===== config.mk =====
export PLATFORM = sky130hd
export DESIGN_NAME = lsq_mem_controller
export DESIGN_NICKNAME = d
export VERILOG_FILES = /design/src/rtl/rv32i_types.sv /design/src/rtl/lsq_mem_controller_load_align.sv /design/src/rtl/lsq_mem_controller.sv
export SDC_FILE = /design/constraint.sdc
export NUM_CORES = 1
export LEC_CHECK = 0
export ABC_AREA = 1
export CAP_MARGIN = 20
export CELL_PAD_IN_SITES_DETAIL_PLACEMENT = 0
export CELL_PAD_IN_SITES_GLOBAL_PLACEMENT = 1
export CORE_MARGIN = 5
export CORE_UTILIZATION = 34
export CTS_CLUSTER_SIZE = 20
export DETAILED_ROUTE_END_ITERATION = 8
export GPL_TIMING_DRIVEN = 1
export PLACE_DENSITY = 0.88
export SYNTH_ARGS = -nofsm -noshare
export SYNTH_HDL_FRONTEND = slang
export SYNTH_HIERARCHICAL = 1
export SYNTH_SLANG_ARGS = --single-unit

===== constraint.sdc =====
create_clock -name clk -period 5.5 [get_ports clk]
set_input_delay 1.1 -clock clk [delete_from_list [all_inputs] [get_ports clk]]
set_output_delay 1.1 -clock clk [all_outputs]
set_load 0.02 [all_outputs]

===== src/rtl/rv32i_types.sv =====
// Shared types for the LSQ-to-D-cache sequencer: LSQ entry layout, sequencer
// state encoding, funct3 load/store encodings and base byte masks.
package rv32i_types;

  localparam int ROB_IDX_BITS  = 5;
  localparam int PHYS_REG_BITS = 6;

  typedef struct packed {
    logic                     is_store;
    logic [2:0]               funct3;
    logic [31:0]              addr;
    logic [31:0]              wdata;
    logic [ROB_IDX_BITS-1:0]  rob_idx;
    logic [PHYS_REG_BITS-1:0] pd;
  } lsq_entry_t;

  typedef enum logic [1:0] {
    ST_IDLE  = 2'd0,
    ST_REQ   = 2'd1,
    ST_DRAIN = 2'd2,
    ST_DONE  = 2'd3
  } lsq_ctrl_state_t;

  // funct3 encodings shared by loads and stores (SB/SH/SW reuse B/H/W)
  localparam logic [2:0] F3_B  = 3'b000;
  localparam logic [2:0] F3_H  = 3'b001;
  localparam logic [2:0] F3_W  = 3'b010;
  localparam logic [2:0] F3_BU = 3'b100;
  localparam logic [2:0] F3_HU = 3'b101;

  // Byte-lane masks before shifting into position by the address offset
  localparam logic [3:0] LB_MASK = 4'b0001;
  localparam logic [3:0] LH_MASK = 4'b0011;
  localparam logic [3:0] LW_MASK = 4'b1111;

  // Halfwords need an even address, words a 4-byte-aligned one
  function automatic logic is_misaligned(input logic [2:0] funct3, input logic [1:0] off);
    case (funct3[1:0])
      2'b00:   return 1'b0;
      2'b01:   return off[0];
      default: return off != 2'b00;
    endcase
  endfunction

endpackage


===== src/rtl/lsq_mem_controller_load_align.sv =====
// load_align: byte-lane placement for the data-cache port. Produces the
// byte mask and lane-shifted store data for a request, and realigns plus
// sign/zero-extends returned load data. Purely combinational.
module load_align
  import rv32i_types::*;
(
  input  logic [2:0]  funct3_i,
  input  logic [1:0]  offset_i,
  input  logic [31:0] wdata_i,
  input  logic [31:0] rdata_i,
  output logic [3:0]  mask_o,
  output logic [31:0] wdata_shifted_o,
  output logic [31:0] rdata_ext_o
);

  logic [4:0]  shamt;
  logic [31:0] rdata_sh;

  assign shamt           = {offset_i, 3'b000};
  assign wdata_shifted_o = wdata_i << shamt;
  assign rdata_sh        = rdata_i >> shamt;

  // Byte mask by access size; bits pushed past lane 3 are simply dropped
  always_comb begin
    mask_o = LW_MASK;
    case (funct3_i[1:0])
      2'b00:   mask_o = LB_MASK << offset_i;
      2'b01:   mask_o = LH_MASK << offset_i;
      default: mask_o = LW_MASK;
    endcase
  end

  // Extend the realigned load data according to the load type
  always_comb begin
    rdata_ext_o = rdata_sh;
    case (funct3_i)
      F3_B:    rdata_ext_o = {{24{rdata_sh[7]}}, rdata_sh[7:0]};
      F3_H:    rdata_ext_o = {{16{rdata_sh[15]}}, rdata_sh[15:0]};
      F3_BU:   rdata_ext_o = {24'd0, rdata_sh[7:0]};
      F3_HU:   rdata_ext_o = {16'd0, rdata_sh[15:0]};
      default: rdata_ext_o = rdata_sh;
    endcase
  end

endmodule


===== src/rtl/lsq_mem_controller.sv =====
// lsq_mem_controller: issues the LSQ head to the data-cache port one
// operation at a time and broadcasts the result on the CDB.
// Handshake: lsq_pop pulses in the cycle the head is accepted; a request is
// live while dmem_rmask/dmem_wmask is nonzero and is held unchanged until the
// cycle dmem_resp is sampled high; cdb_valid is a single-cycle strobe.
// Optional build macro LSQ_CTRL_MISALIGN_CHECK_EN adds misalignment trapping
// and the cdb_exc output.
module lsq_mem_controller #(
  parameter int ROB_IDX_BITS = rv32i_types::ROB_IDX_BITS,
  parameter int PREG_BITS    = rv32i_types::PHYS_REG_BITS
) (
  input  logic                    clk,
  input  logic                    rst,
  input  logic                    mispredict,
  input  logic                    lsq_empty,
  input  rv32i_types::lsq_entry_t lsq_head,
  output logic                    lsq_pop,
  input  logic                    rob_head_valid,
  input  logic [ROB_IDX_BITS-1:0] rob_head_idx,
  output logic [31:0]             dmem_addr,
  output logic [3:0]              dmem_rmask,
  output logic [3:0]              dmem_wmask,
  output logic [31:0]             dmem_wdata,
  input  logic [31:0]             dmem_rdata,
  input  logic                    dmem_resp,
  output logic                    cdb_valid,
  output logic [ROB_IDX_BITS-1:0] cdb_rob_idx,
  output logic [PREG_BITS-1:0]    cdb_pd,
  output logic [31:0]             cdb_data
`ifdef LSQ_CTRL_MISALIGN_CHECK_EN
  ,
  output logic                    cdb_exc
`endif
);

  import rv32i_types::*;

  lsq_ctrl_state_t         state_q;
  logic                    is_store_q;
  logic [2:0]              funct3_q;
  logic [1:0]              off_q;
  logic [ROB_IDX_BITS-1:0] rob_q;
  logic [PREG_BITS-1:0]    pd_q;

  logic [31:0]             dmem_addr_q, dmem_wdata_q, cdb_data_q;
  logic [3:0]              dmem_rmask_q, dmem_wmask_q;
  logic                    cdb_valid_q;
  logic [ROB_IDX_BITS-1:0] cdb_rob_idx_q;
  logic [PREG_BITS-1:0]    cdb_pd_q;

  logic                    head_is_rob_head, issue, skip_req;
  logic [2:0]              align_funct3;
  logic [1:0]              align_off;
  logic [3:0]              align_mask;
  logic [31:0]             align_wdata, align_rdata;

  assign head_is_rob_head = rob_head_valid && (rob_head_idx == lsq_head.rob_idx);
  assign issue = (state_q == ST_IDLE) && !lsq_empty && !mispredict &&
                 (!lsq_head.is_store || head_is_rob_head);
  assign lsq_pop = issue;

`ifdef LSQ_CTRL_MISALIGN_CHECK_EN
  logic cdb_exc_q;
  assign skip_req = is_misaligned(lsq_head.funct3, lsq_head.addr[1:0]);
  assign cdb_exc  = cdb_exc_q;
`else
  assign skip_req = 1'b0;
`endif

  // The aligner formats the head while idle and the latched entry afterwards
  assign align_funct3 = (state_q == ST_IDLE) ? lsq_head.funct3     : funct3_q;
  assign align_off    = (state_q == ST_IDLE) ? lsq_head.addr[1:0] : off_q;

  load_align u_align (
    .funct3_i        (align_funct3),
    .offset_i        (align_off),
    .wdata_i         (lsq_head.wdata),
    .rdata_i         (dmem_rdata),
    .mask_o          (align_mask),
    .wdata_shifted_o (align_wdata),
    .rdata_ext_o     (align_rdata)
  );

  // Sequencer FSM with registered memory-request and broadcast outputs
  always_ff @(posedge clk or negedge rst) begin
    if (!rst) begin
      state_q       <= ST_IDLE;
      is_store_q    <= 1'b0;
      funct3_q      <= 3'd0;
      off_q         <= 2'd0;
      rob_q         <= '0;
      pd_q          <= '0;
      dmem_addr_q   <= 32'd0;
      dmem_wdata_q  <= 32'd0;
      dmem_rmask_q  <= 4'd0;
      dmem_wmask_q  <= 4'd0;
      cdb_valid_q   <= 1'b0;
      cdb_rob_idx_q <= '0;
      cdb_pd_q      <= '0;
      cdb_data_q    <= 32'd0;
`ifdef LSQ_CTRL_MISALIGN_CHECK_EN
      cdb_exc_q     <= 1'b0;
`endif
    end else begin
      cdb_valid_q <= 1'b0;
      case (state_q)
        ST_IDLE: begin
          if (issue) begin
            is_store_q <= lsq_head.is_store;
            funct3_q   <= lsq_head.funct3;
            off_q      <= lsq_head.addr[1:0];
            rob_q      <= lsq_head.rob_idx;
            pd_q       <= lsq_head.pd;
            if (skip_req) begin
              // Trapped access: no memory traffic, report the faulting address
              cdb_valid_q   <= 1'b1;
              cdb_data_q    <= lsq_head.addr;
              cdb_rob_idx_q <= lsq_head.rob_idx;
              cdb_pd_q      <= lsq_head.pd;
`ifdef LSQ_CTRL_MISALIGN_CHECK_EN
              cdb_exc_q     <= 1'b1;
`endif
              state_q       <= ST_DONE;
            end else begin
              dmem_addr_q  <= {lsq_head.addr[31:2], 2'b00};
              dmem_wdata_q <= align_wdata;
              dmem_rmask_q <= lsq_head.is_store ? 4'd0 : align_mask;
              dmem_wmask_q <= lsq_head.is_store ? align_mask : 4'd0;
              state_q      <= ST_REQ;
            end
          end
        end
        ST_REQ: begin
          if (dmem_resp) begin
            dmem_rmask_q <= 4'd0;
            dmem_wmask_q <= 4'd0;
            if (mispredict) begin
              state_q <= ST_IDLE;
            end else begin
              cdb_valid_q   <= 1'b1;
              cdb_data_q    <= is_store_q ? 32'd0 : align_rdata;
              cdb_rob_idx_q <= rob_q;
              cdb_pd_q      <= pd_q;
`ifdef LSQ_CTRL_MISALIGN_CHECK_EN
              cdb_exc_q     <= 1'b0;
`endif
              state_q       <= ST_DONE;
            end
          end else if (mispredict) begin
            state_q <= ST_DRAIN;
          end
        end
        ST_DRAIN: begin
          // The request stays on the port until memory answers; result dropped
          if (dmem_resp) begin
            dmem_rmask_q <= 4'd0;
            dmem_wmask_q <= 4'd0;
            state_q      <= ST_IDLE;
          end
        end
        default: state_q <= ST_IDLE;
      endcase
    end
  end

  assign dmem_addr   = dmem_addr_q;
  assign dmem_wdata  = dmem_wdata_q;
  assign dmem_rmask  = dmem_rmask_q;
  assign dmem_wmask  = dmem_wmask_q;
  // A squash arriving in the broadcast cycle kills the broadcast
  assign cdb_valid   = cdb_valid_q && !mispredict;
  assign cdb_rob_idx = cdb_rob_idx_q;
  assign cdb_pd      = cdb_pd_q;
  assign cdb_data    = cdb_data_q;

endmodule


==> out/results.tsv, run 1 <==
metric	value	unit
core box area	19500	sq um
status	finished clean	
Hold WS	468	ps
die width	151	microns
Max VDD drop	0.231	mV
Slew Viols, Final	0	
Fin Clk Skew	9.39	ps
Post-synth EDFFs	0	
hold buffers post-CTS	0	
share of cells above drive strength 1	0.0578	
worst-skew pair later-pin latency	420	ps
commonest cells after routing, fill and taps aside	nand2_1 (419), clkdlybuf4s50_1 (235), dfrtp_1 (133)	
dominant synthesized flop cell	dfrtp_1	
largest net degree at the start of global routing	97	
endpoints failing setup	0	
Final #Nets	1236	
Die H	151	microns
gpl congestion	0.819	
Post-Synth Simple-Gate Area	0.315	
worst setup margin	1500	ps
max-cap check violation count	0	
Final HPWL DP	15500	microns
routed vias	6403	
minimum clock period	4000	ps
antenna-violating nets left	0	
main combinational cell family by area after synthesis	simple AND/OR/NAND/NOR gates	
CTS H-tree lvls	4	
Netlist Area Pre-Place	6710	sq um
first-pass GRT wire length	33700	microns
Yosys reg bits	133	
Initial DRC Count	372	
Register-to-Register Setup Slack	2250	ps
Critical path origin	mispredict	
initial antenna violation count	0	
adder-cell share of the synthesized area	0.00559	
routed vias/inst	4.61	
port bufs	236	
Reg area	3330	sq um
grt ovf	0	
fin crit share	0.727	
final WL	21400	microns
Distinct cells, synth	30	
Setup Fix Bufs, Post-CTS	0	
Slew HR	0.308	
post-synthesis mux area share	0	
CTS tree	yes	
num ports	239	
total CTS buffers	17	
maximum buffer depth of the clock tree	2	
post-CTS sizing	0	
Critical Path AT	2900	ps
CP Capture Point	lsq_pop	
Final Cell Area	9770	sq um
Area Overhead vs Synth	45.6	%
DR WL/cell	15.4	microns
Setup TNS	0	ps
highest clock rate	250	MHz
Initial Utilization	0.345	
CTS Sinks	133	
CP max FO	4	
Worst Setup Start Kind	input port	
Global Route Usage Sum	0.191	
RR Endpoint	dmem_rmask[2]	
Synth Instances	899	
Clock Tree Root	clkbuf_16	
RSZ-0062 raised after global routing	false	
drt drc	0	
placed inst area	9140	sq um
Final Hold Fails	0	
hold crit path type	reg2reg	
post-synthesis compound-gate area fraction	0.0951	
vias in the first global route	6205	
r2r startpoint	state_q[0]	
Multi-input gate area	2820	sq um
Synthesis Warnings	6	
Post-Place Worst Slack	1440	ps
Worst Setup End Kind	output pin	
r2r worst-path depth	12	
WS Path Type	in2out	
Clk pin slew, worst setup/hold paths	60	ps
Avg Cell Area, Syn	7.47	sq um
post-synthesis sequential area ratio	0.496	
# fillers	1919	
total power per unit cell area	609	nW/um^2
Synth async-reset ratio	1.00	
DR pass1 iterations	5	
Worst-Margin Slew	1040	ps
Critical Path RT	4400	ps
most common cell after layout, fill and taps aside	nand2_1	
Static Leak	4.82	nW
Antenna Cells	0	
die area	22700	sq um
Cell Rows	51	
XOR/XNOR Fraction of Synth Area	0.00130	
-- cells by family (layout without fill, tap and decap cells) --
kind of cell             after synthesis  after routing
XOR/XNOR                               1              1
other                                  1              2
AO/OA/AOI/OAI                        119            119
flip-flops                           133            133
AND/OR/NAND/NOR                      526            526
buffers and inverters                116            340
adder cells (fa/ha/maj)                3              3
-- worst max-delay path: stages --
cell	delay (ps)
clkdlybuf4s50_1	470
nor3_2	300
nand2_1	90
nor2_1	90
nand2_1	130
nand2_4	110
clkdlybuf4s50_1	610
-- worst min-delay path by stage --
| stage | depth (start not counted) | to | slack, ps | from |
|---|---|---|---|---|
| final | 2 | dmem_addr[23] | 470 | dmem_addr[23] |
| after global routing | 2 | dmem_addr[2] | 490 | dmem_addr[2] |
| after CTS | 2 | dmem_addr[22] | 470 | dmem_addr[22] |
| after detailed placement | 2 | dmem_addr[23] | 460 | dmem_addr[23] |
| after global placement | 2 | dmem_addr[13] | 450 | dmem_addr[13] |
| after floorplan | 2 | state_q[1] | 470 | state_q[1] |
-- routing by layer --
| layer | up-vias | global-route usage | share of wire |
|---|---|---|---|
| met2 | 204 | 0.305 | 0.46 |
| met3 | 25 | 0.0421 | 0.063 |
| met1 | 2947 | 0.262 | 0.46 |
| met5 | - | 0 | 0 |
| li1 | 3227 | - | - |
| met4 | 0 | 0.0563 | 0.016 |
-- report_power, final --
group,internal [mW],switching (mW)
clock network,0.734,0.450
registers,1.41,0.213
logic,1.24,1.91
-- stage by stage --
| stage | utilization | total power, mW | std cells |
|---|---|---|---|
| 2_1_floorplan | - | 3.57 | 900 |
| 3_3_place_gp | 0.469 | 4.77 | 1356 |
| 3_5_place_dp | 0.469 | 4.80 | 1356 |
| 4_1_cts | 0.501 | 6.01 | 1388 |
| 5_1_grt | 0.502 | 6.43 | 1389 |
| 6_report | 0.502 | 5.95 | 1389 |
-- cell usage after synthesis, types with 9 or more instances --
master | count | area [sq um]
a21oi_1 | 9 | 45.0
a22oi_1 | 15 | 113
buf_2 | 18 | 90.1
buf_4 | 9 | 67.6
buf_6 | 10 | 113
clkbuf_1 | 12 | 45.0
dfrtp_1 | 133 | 3330
inv_1 | 59 | 221
nand2_1 | 420 | 1580
nand2_2 | 11 | 68.8
nand3_1 | 49 | 245
nor2_1 | 36 | 135
o21ai_0 | 91 | 455
-- area by class of cell --
cell class,instances,share of cell area
inverter,64,0.0246
sequential,133,0.341
timing repair buffer,244,0.249
multi-input combinational,651,0.289
tap,265,0.0339
clock buffer,20,0.0457
clock inverter,12,0.0173
-- sequential cells by signal, summed over array words and instances, names as in the netlist, 3 cells and up --
signal and cells:
cdb_data 32, dmem_wdata 32, dmem_addr 30, cdb_pd 6, pd_q 6, cdb_rob_idx 5, rob_q 5, dmem_rmask 4
dmem_wmask 4, funct3_q 3
(Power assumes the default switching activity.)
==> run 2, diff against run 1 <==
--- a/config.mk
+++ b/config.mk
@@ -10,11 +10,11 @@
 export CELL_PAD_IN_SITES_DETAIL_PLACEMENT = 0
 export CELL_PAD_IN_SITES_GLOBAL_PLACEMENT = 1
 export CORE_MARGIN = 5
-export CORE_UTILIZATION = 34
+export CORE_UTILIZATION = 29
 export CTS_CLUSTER_SIZE = 20
 export DETAILED_ROUTE_END_ITERATION = 8
 export GPL_TIMING_DRIVEN = 1
-export PLACE_DENSITY = 0.88
+export PLACE_DENSITY = 0.81
 export SYNTH_ARGS = -nofsm -noshare
 export SYNTH_HDL_FRONTEND = slang
 export SYNTH_HIERARCHICAL = 1
==> constraint.sdc (replaced) <==
create_clock -name clk -period 3.3 [get_ports clk]
set_input_delay 0.66 -clock clk [delete_from_list [all_inputs] [get_ports clk]]
set_output_delay 0.66 -clock clk [all_outputs]
set_load 0.02 [all_outputs]
==> out/results.tsv, run 2 (synthesis gave the netlist of run 1 again) <==
metric	value	unit	change
CTS tree	yes		unchanged
DR pass1 iterations	5		unchanged
Final HPWL DP	16200	microns	was 15,500 microns
r2r worst-path depth	12		unchanged
CP max FO	3		was 4
antenna-violating nets left	0		unchanged
RSZ-0062 raised after global routing	false		unchanged
Worst Setup End Kind	output pin		unchanged
Area Overhead vs Synth	47.1	%	was 45.6%
max-cap check violation count	0		unchanged
most common cell after layout, fill and taps aside	nand2_1		unchanged
Setup Fix Bufs, Post-CTS	0		unchanged
maximum buffer depth of the clock tree	2		unchanged
worst-path cell chain	clkdlybuf4s50_1 > inv_1 > nand2_1 > nand2_1 > inv_1 > nand2_1 > nor2_1 > nand2_1 > nand2_4 > clkdlybuf4s50_1		was clkdlybuf4s50_1 > nor3_2 > nand2_1 > nor2_1 > nand2_1 > nand2_4 > clkdlybuf4s50_1
die width	162	microns	was 151 microns
initial antenna violation count	0		unchanged
highest clock rate	319	MHz	
final WL	22300	microns	was 21,400 microns
Post-Place Worst Slack	181	ps	was 1440 ps
post-CTS sizing	0		unchanged
Register-to-Register Setup Slack	640	ps	was 2250 ps
routed vias	6360		was 6,403
most frequent CP cell	nand2_1		
status	finished clean		unchanged
drt drc	0		unchanged
Global Route Usage Sum	0.169		was 0.191
worst setup margin	170	ps	was 1500 ps
r2r startpoint	state_q[0]		unchanged
crit path buf inv count	4		was 2
fin crit share	0.948		
Final Hold Fails	0		unchanged
slowest CP cell	clkdlybuf4s50_1		unchanged
Slew Viols, Final	0		unchanged
Fin Clk Skew	16.9	ps	was 9.39 ps
largest net degree at the start of global routing	95		was 97
Static Leak	4.86	nW	was 4.82 nW
Initial DRC Count	417		was 372
Max VDD drop	0.374	mV	was 0.231 mV
WS Path Type	in2out		unchanged
total power per unit cell area	1010	nW/um^2	was 609 nW/um^2
grt ovf	0		unchanged
hold crit path type	in2async		was reg2reg
total CTS buffers	17		unchanged
Final #Nets	1246		was 1,236
Slew HR	0.293		was 0.308
routed vias/inst	4.49		was 4.61
DR WL/cell	15.7	microns	was 15.4 microns
worst-skew pair later-pin latency	410	ps	was 420 ps
CTS H-tree lvls	4		unchanged
endpoints failing setup	0		unchanged
minimum clock period	3130	ps	
Die H	162	microns	was 151 microns
gpl congestion	0.807		was 0.819
Critical Path RT	2640	ps	was 4400 ps
commonest cells after routing, fill and taps aside	nand2_1 (419), clkdlybuf4s50_1 (235), dfrtp_1 (133)		unchanged
Antenna Cells	0		unchanged
Top delay family on crit path	buffers and inverters		unchanged
Clock Tree Root	clkbuf_16		unchanged
port bufs	236		unchanged
first-pass GRT wire length	35200	microns	was 33,700 microns
Cell Rows	55		was 51
slowest stage delay, CP	610	ps	about the same
core box area	22700	sq um	was 19,500 sq um
share of cells above drive strength 1	0.0662		was 0.0578
CTS Sinks	133		unchanged
RR Endpoint	cdb_data[17]		was dmem_rmask[2]
Setup TNS	0	ps	unchanged
num ports	239		unchanged
Clk pin slew, worst setup/hold paths	60	ps	about the same
die area	26300	sq um	was 22,700 sq um
Initial Utilization	0.296		was 0.345
Worst-Margin Slew	1060	ps	was 1040 ps
hold buffers post-CTS	0		unchanged
vias in the first global route	6324		was 6,205
Critical Path AT	2470	ps	was 2900 ps
Worst Setup Start Kind	input port		unchanged
==> run 2: changes by cell type in the layout (fill, tap and decap cells not counted), sizes merged <==
cell	previous run	this run
bufinv	3	2
clkinvlp	0	2
clkbuf	20	18
buf	9	19
==> run 2: layout make-up <==
cell class | count | area (sq um)
inverters | 64 | 240
clock buffers | 18 | 429
clock inverters | 13 | 150
repair buffers | 254 | 2550
fillers | 2345 | 12800
well taps | 285 | 357
multi-input cells | 651 | 2820
flip-flops and latches | 133 | 3330
==> run 2: per-layer routing <==
layer  track usage  vias up  wire (microns)
met2         0.263      178            9990
met5             0        -               0
met3        0.0452       12            1280
li1              -     3248               -
met4        0.0377        0             200
met1         0.237     2922           10800
==> run 2: worst register-to-register path, cell delays in order, from the launching register on <==
cell	delay [ps]
dfrtp_1	380
inv_1	70
ha_1	220
buf_4	180
o21ai_2	600
inv_2	270
nand3_1	160
nand2_1	110
nand2_2	110
buf_4	180
nand3_1	80
nand2_1	70
o21ai_0	110
==> run 2: worst max-delay path by stage <==
stage / startpoint / endpoint / slack, ps / depth (start not counted)
6_report: lsq_head[7] / lsq_pop / 170 / 10
5_1_grt: mispredict / lsq_pop / 110 / 7
4_1_cts: mispredict / lsq_pop / 170 / 7
3_5_place_dp: mispredict / lsq_pop / 180 / 7
3_3_place_gp: mispredict / lsq_pop / 190 / 7
2_1_floorplan: state_q[0] / cdb_data[25] / 1110 / 11
==> run 2: power breakdown <==
group / switching (mW) / internal, mW / total (mW)
logic: 3.22 / 2.16 / 5.38
clock network: 0.766 / 1.12 / 1.89
registers: 0.367 / 2.34 / 2.71
total: 4.36 / 5.63 / 9.98
==> run 2: stage by stage <==
stage | power [mW] | std cells | hold WS [ps] | util | area [sq um]
2_1_floorplan | 5.95 | 900 | 364 | - | 6720
3_3_place_gp | 8.13 | 1386 | 454 | 0.408 | 9270
3_5_place_dp | 8.17 | 1386 | 457 | 0.408 | 9270
4_1_cts | 10.1 | 1417 | 261 | 0.434 | 9850
5_1_grt | 10.8 | 1418 | 282 | 0.435 | 9870
6_report | 9.98 | 1418 | 239 | 0.435 | 9870
